`config.mk`:
```
export PLATFORM = sky130hd
export DESIGN_NAME = mux_tree_pipe
export DESIGN_NICKNAME = d
export VERILOG_FILES = /design/src/rtl/mux_tree_pipe.sv
export SDC_FILE = /design/constraint.sdc
export NUM_CORES = 1
export LEC_CHECK = 0
export ABC_CLOCK_PERIOD_IN_PS = 3400
export CAP_MARGIN = 20
export CORE_ASPECT_RATIO = 0.75
export CORE_MARGIN = 2
export CORE_UTILIZATION = 35
export CTS_CLUSTER_SIZE = 14
export DETAILED_ROUTE_END_ITERATION = 10
export DONT_BUFFER_PORTS = 1
export PLACE_DENSITY = 0.49
export SKIP_LAST_GASP = 1
export SYNTH_ARGS = -nofsm -noshare
export SYNTH_HDL_FRONTEND = slang
export SYNTH_SLANG_ARGS = --single-unit
```
`constraint.sdc`:
```
create_clock -name clk -period 3.4 [get_ports clk]
set_input_delay 0.68 -clock clk [delete_from_list [all_inputs] [get_ports clk]]
set_output_delay 0.68 -clock clk [all_outputs]
set_load 0.03 [all_outputs]
```
`src/rtl/mux_tree_pipe.sv`:
```
// mux_tree_pipe: pipelined N_IN:1 mux tree, one 2:1 level per pipeline stage.
// Each stage is a register slice with valid/ready backpressure. Empty stages
// accept new items even while the output is stalled, so bubbles collapse.
// Optional feature macro: MUX_TREE_SEL_ECHO_EN adds out_sel, which carries the
// full original select of the item currently on out_data.
module mux_tree_pipe #(
    parameter int DATA_W = 8,
    parameter int N_IN   = 16,
    parameter int SEL_W  = $clog2(N_IN)
) (
    input  logic                   clk,
    input  logic                   rst,
    input  logic [N_IN*DATA_W-1:0] in_data,
    input  logic [SEL_W-1:0]       in_sel,
    input  logic                   in_valid,
    output logic                   in_ready,
    output logic [DATA_W-1:0]      out_data,
    output logic                   out_valid,
    input  logic                   out_ready
`ifdef MUX_TREE_SEL_ECHO_EN
    ,
    output logic [SEL_W-1:0]       out_sel
`endif
);

    localparam int LEVELS = SEL_W;

    for (genvar k = 0; k < LEVELS; k++) begin : lvl
        localparam int LI = N_IN >> k;
        localparam int LO = N_IN >> (k + 1);

        logic [LI*DATA_W-1:0] din;
        logic [LO*DATA_W-1:0] mux;
        logic [LO*DATA_W-1:0] dat_p;
        logic                 vin;
        logic                 vld_p;
        logic                 rdy;
        logic                 sb;

        // Stage inputs: primary inputs for level 0, previous stage otherwise
        if (k == 0) begin : g_in
            assign din = in_data;
            assign vin = in_valid;
        end else begin : g_in
            assign din = lvl[k-1].dat_p;
            assign vin = lvl[k-1].vld_p;
        end

        // A stage can load when it is empty or its successor is loading too
        if (k == LEVELS - 1) begin : g_rdy
            assign rdy = !vld_p || out_ready;
        end else begin : g_rdy
            assign rdy = !vld_p || lvl[k+1].rdy;
        end

`ifdef MUX_TREE_SEL_ECHO_EN
        logic [SEL_W-1:0] sin;
        logic [SEL_W-1:0] sel_p;

        if (k == 0) begin : g_sin
            assign sin = in_sel;
        end else begin : g_sin
            assign sin = lvl[k-1].sel_p;
        end
        assign sb = sin[k];

        // Full select travels with the item so it can be echoed at the output
        always_ff @(posedge clk) begin
            if (rst) begin
                sel_p <= '0;
            end else if (rdy && vin) begin
                sel_p <= sin;
            end
        end
`else
        // Incoming select holds bits [SEL_W-1:k]; bit k sits at index 0
        localparam int SI = SEL_W - k;
        logic [SI-1:0] sin;

        if (k == 0) begin : g_sin
            assign sin = in_sel;
        end else begin : g_sin
            assign sin = lvl[k-1].g_sel.sel_p;
        end
        assign sb = sin[0];

        if (SI > 1) begin : g_sel
            logic [SI-2:0] sel_p;

            // Keep only the select bits later levels still need
            always_ff @(posedge clk) begin
                if (rst) begin
                    sel_p <= '0;
                end else if (rdy && vin) begin
                    sel_p <= sin[SI-1:1];
                end
            end
        end
`endif

        // 2:1 selection over lane pairs (2j, 2j+1)
        always_comb begin
            mux = '0;
            for (int j = 0; j < LO; j++) begin
                mux[j*DATA_W +: DATA_W] = sb ? din[(2*j+1)*DATA_W +: DATA_W]
                                             : din[(2*j)*DATA_W +: DATA_W];
            end
        end

        // Valid advances whenever the stage is ready; data loads only for a valid item
        always_ff @(posedge clk) begin
            if (rst) begin
                vld_p <= 1'b0;
                dat_p <= '0;
            end else if (rdy) begin
                vld_p <= vin;
                if (vin) begin
                    dat_p <= mux;
                end
            end
        end
    end

    assign in_ready  = lvl[0].rdy;
    assign out_data  = lvl[LEVELS-1].dat_p;
    assign out_valid = lvl[LEVELS-1].vld_p;
`ifdef MUX_TREE_SEL_ECHO_EN
    assign out_sel   = lvl[LEVELS-1].sel_p;
`endif

endmodule

```
* Yosys cells after proc, flatten, opt, wreduce, memory -nomap -nowiden
Cells that the tools add are included.
** Cells by class
- Mux-type cells :: 15
- Reduce and logical (&&, ||, !) cells :: 15
** Operators with widths (count)
- 2-to-1 mux 8 bit :: 15
- AND reduction 2 bit :: 4
- logical NOT 1 bit :: 4
- logical OR 1 bit :: 4
- logical AND 1 bit :: 3
** Word-level totals
- Logic and storage cells :: 41
- Register bits after elaboration :: 130
- Bits of input ports :: 136
- Output and inout bits :: 10

* Depth between registers and ports, before layout
- Depth in word-level cells :: 6
- Mapped depth :: 5
- Gate-level depth less buffers :: 3

* Worst setup path before layout
OpenSTA, ideal clock, no wires.
- Path kind :: in2reg
- Start :: input port out_ready
- End :: register lvl[0].dat_p[58]
- Path buffers :: 1
- Arrival :: 1.799 ns
- Stages on the path :: 4
- Data required time :: 3.279 ns
- Slack :: 1.480 ns
- Setup time :: 0.121 ns
- Cells stage by stage :: nand4b_2 > o21ai_4 > buf_4 > mux2_2
** Between the ends
- Cells in the longest elaborated chain, start to end :: 5
** Ends and longest elaborated chain
- start: declaration :: RTL line 19 : input logic out_ready
- logical OR 1 bit :: RTL line 51 : assign rdy = !vld_p || out_ready;
- logical OR 1 bit (3 in series) :: RTL line 53 : assign rdy = !vld_p || lvl[k+1].rdy;
- AND reduction 2 bit (no line)
- end signal: assignment :: RTL line 118 : dat_p <= mux;
- end: declaration :: RTL line 34 : logic [LO*DATA_W-1:0] dat_p;
No other way between the ends.
A chain may end at the register's enable or synchronous reset.

* Final worst setup path
- Start :: register lvl[2].vld_p
- End :: output port in_ready
** Between the ends
- Cells in the longest elaborated chain, start to end :: 4
** Ends and longest elaborated chain
- start: declaration :: RTL line 36 : logic vld_p;
- start signal: assignment :: RTL line 116 : vld_p <= vin;
- logical NOT 1 bit :: RTL line 53
- logical OR 1 bit (3 in series) :: RTL line 53
- end: declaration :: RTL line 16 : output logic in_ready,
No other way between the ends.

==> results.ini <==
[min_path]
hold_start = rst
hold_depth = 1
hold_path_end = lvl[1].dat_p[21]
hp-class = input pin to register

[pwr]
p_leak_nw = 2.73
internal_power_w = 0.00312
ir_drop_uv = 206
swShare_pct = 22.3
combPwrFrac_pct = 8.0
power_frac_seq_pct = 42.0
powerDensity_mw_per_mm2 = 562
p_sw_w = 0.000894
pwr-share-clk_pct = 50.0

[detailed_routing]
wl_per_cell_um = 16.2
drt_wl_total_um = 14100
via_per_inst = 5.05
dr.pass1.iters = 6
vias = 4396
antenna_left = 0
drc = 0
drtIter0Drc = 239

[worst_setup_path]
critical_path_class = register to output pin
cp.arrival_ns = 1.61
cp.required_ns = 2.72
crit_buf_inv = 0
ff2ff_setup_slack_ns = 1.54
cp-end-kind = output pin
worstSetupStartpointType = register
timing.rr.start = lvl[2].vld_p
critPathSlowestCell = dfxtp_1
reg2reg_to = lvl[0].dat_p[35]
worstPathMaxFanout = 13
cpPeakStageDelay_ns = 0.57
r2r_cells = 4
path_cells = and4b_1 -> nand2_1
worst_path_dominant_cell_family = simple AND/OR/NAND/NOR gates

[run_status]
outcome = complete, no violations

[final_layout]
antenna_cells = 0
nets = 752
drive_gt1_share_pct = 11.1
num-fill-cells = 1788
syn2layout_area_growth_pct = 12.0

[placed_design]
numPortBuffers = 0
dp_hpwl_um = 9210
gp_congestion = 0.752

[synth]
syn_inst = 651
ys_top_cells_by_area = dfxtp_1 41%, mux2i_1 19%, mux2_1 6.7%, a211oi_1 6.6%, nor2b_1 6.3%
synth_fp_nets = 787
synth-seq-cells = 130
syn_area_per_cell_um2 = 9.79
synth_sequential_area_ratio_pct = 40.8
syn-cell-area_mm2 = 0.00637
ys_warn_count = 0
synth_top_cell_area_share_pct = 40.8
yosysUniqueCellTypes = 24
synth_largest_area_cell = dfxtp_1

[clock_tree]
cts_max_level = 4
clk_latency_ns = 0.41
cts_tree = done
clockBufferDepth = 2
cts.sinks = 130
cts_hold_buf = 0
clk_pin_slew_ns = 0.06
numCtsBuffers = 17
cts_root_buffer = clkbuf_16
cts_setup_buffers = 0
cts_resized = 0

[job]
cap_violations = 0

[sta]
tightest_slew_ns = 1.08
min_period_ns = 2.29
hold_viol_final = 0
rsz0062_at_grt = false
finalSetupViolations = 0
fin_crit_sh_pct = 67.4
fmax_mhz = 436
tns_ns = 0
finalMaxSlewViolations = 0
clock_skew_ns = 0.0114
hold_ws_ns = 0.380
slew-limit-headroom_pct = 28.1

[floorplanning]
fp.dieW_um = 160
die_y_um = 121
rows = 42
die_area_mm2 = 0.0193
initial_core_util_pct = 35.9
core-area_mm2 = 0.0178
io_pins = 146

[grt]
grt_pass1_wl_um = 23000
overflow = 0
antenna_found_initial = 0
grt_usage_pct = 15.1
grt_pass1_vias = 4363
grt_max_degree = 198

## cell type report
| cell class | instances | area (µm²) | area share, % |
|---|---|---|---|
| tap | 242 | 303 | 4.24 |
| clock buffer | 18 | 439 | 6.15 |
| clock inverter | 14 | 211 | 2.96 |
| sequential | 130 | 2600 | 36.5 |
| inverter | 3 | 11.3 | 0.158 |
| timing repair buffer | 7 | 77.6 | 1.09 |
| multi-input combinational | 457 | 3490 | 48.9 |
## cell usage in the layout (no fill, tap or decap), drive strengths merged
cell / count
a211oi: 56
nand2b: 7
mux2: 64
and2: 2
nand2: 1
nand3b: 1
nor2b: 64
nand4b: 1
a21oi: 63
clkinvlp: 2
o21ai: 3
a21bo: 1
dfxtp: 130
buf: 7
clkbuf: 18
mux2i: 123
bufinv: 5
nand3: 3
inv: 3
nor2: 66
clkinv: 7
and4b: 1
a21boi: 1
## power groups by stage
stage	clock (W)	combinational (W)	sequential [W]
finish	0.00200	0.000322	0.00168
global route	0.00212	0.000364	0.00170
CTS	0.00204	0.000319	0.00169
detailed placement	0	0.000317	0.00173
global placement	0	0.000308	0.00173
floorplan	0	0.000320	0.00169
## synthesized netlist by cell type, drive strengths merged
master,number
nand3b,1
a211oi,56
nand3,3
nor2b,64
nor2,66
buf,25
clkbuf,36
mux2,64
and2,2
o21ai,3
mux2i,123
nand2b,7
inv,3
a21boi,1
and4b,1
a21bo,1
nand2,1
nand4b,1
a21oi,63
dfxtp,130
## registers in the layout (all words and copies together), names as in the netlist
register,flops
lvl.vld_p,3
lvl.dat_p,112
out_valid,1
out_data,8
lvl.g_sel.sel_p,6
## cell families (layout without fill, tap and decap cells)
logic type	count (synthesis)	in the layout	synth area share [%]
muxes	187	187	30.6
and+or+nand+nor	146	146	11.9
DFF	130	130	40.8
AOI/OAI and AO/OA	124	124	12.2
buffers and inverters	64	42	4.42
## per-stage QoR
stage	cells	setup slack (ns)	total power (W)	utilization, %	cell area (µm²)
2_1_floorplan	651	1.48	0.00201	-	6370
3_3_place_gp	838	1.45	0.00203	36.4	6460
3_5_place_dp	838	1.42	0.00204	36.4	6460
4_1_cts	870	1.08	0.00406	40.1	7120
5_1_grt	871	0.956	0.00418	40.2	7140
6_report	871	1.11	0.00401	40.2	7140
## layer usage
metal | vias to the layer above | GRT usage, % | wire [µm]
met3 | 10 | 4.70 | 599
li1 | 2246 | - | -
met2 | 94 | 23.3 | 6350
met1 | 2046 | 20.7 | 7100
met5 | - | 0 | 0
met4 | 0 | 3.38 | 80
## worst max-delay path by stage
stage / startpoint / endpoint / slack (ns) / depth (start not counted)
after CTS: out_valid / in_ready / 1.08 / 2
after floorplan: out_ready / lvl[0].dat_p[58] / 1.48 / 4
after detailed placement: out_ready / lvl[0].dat_p[35] / 1.42 / 4
after global placement: out_ready / lvl[0].dat_p[10] / 1.45 / 4
after global routing: lvl[2].vld_p / in_ready / 0.96 / 2
final: lvl[2].vld_p / in_ready / 1.11 / 2
No activity file was read; power rests on OpenSTA's default activity.
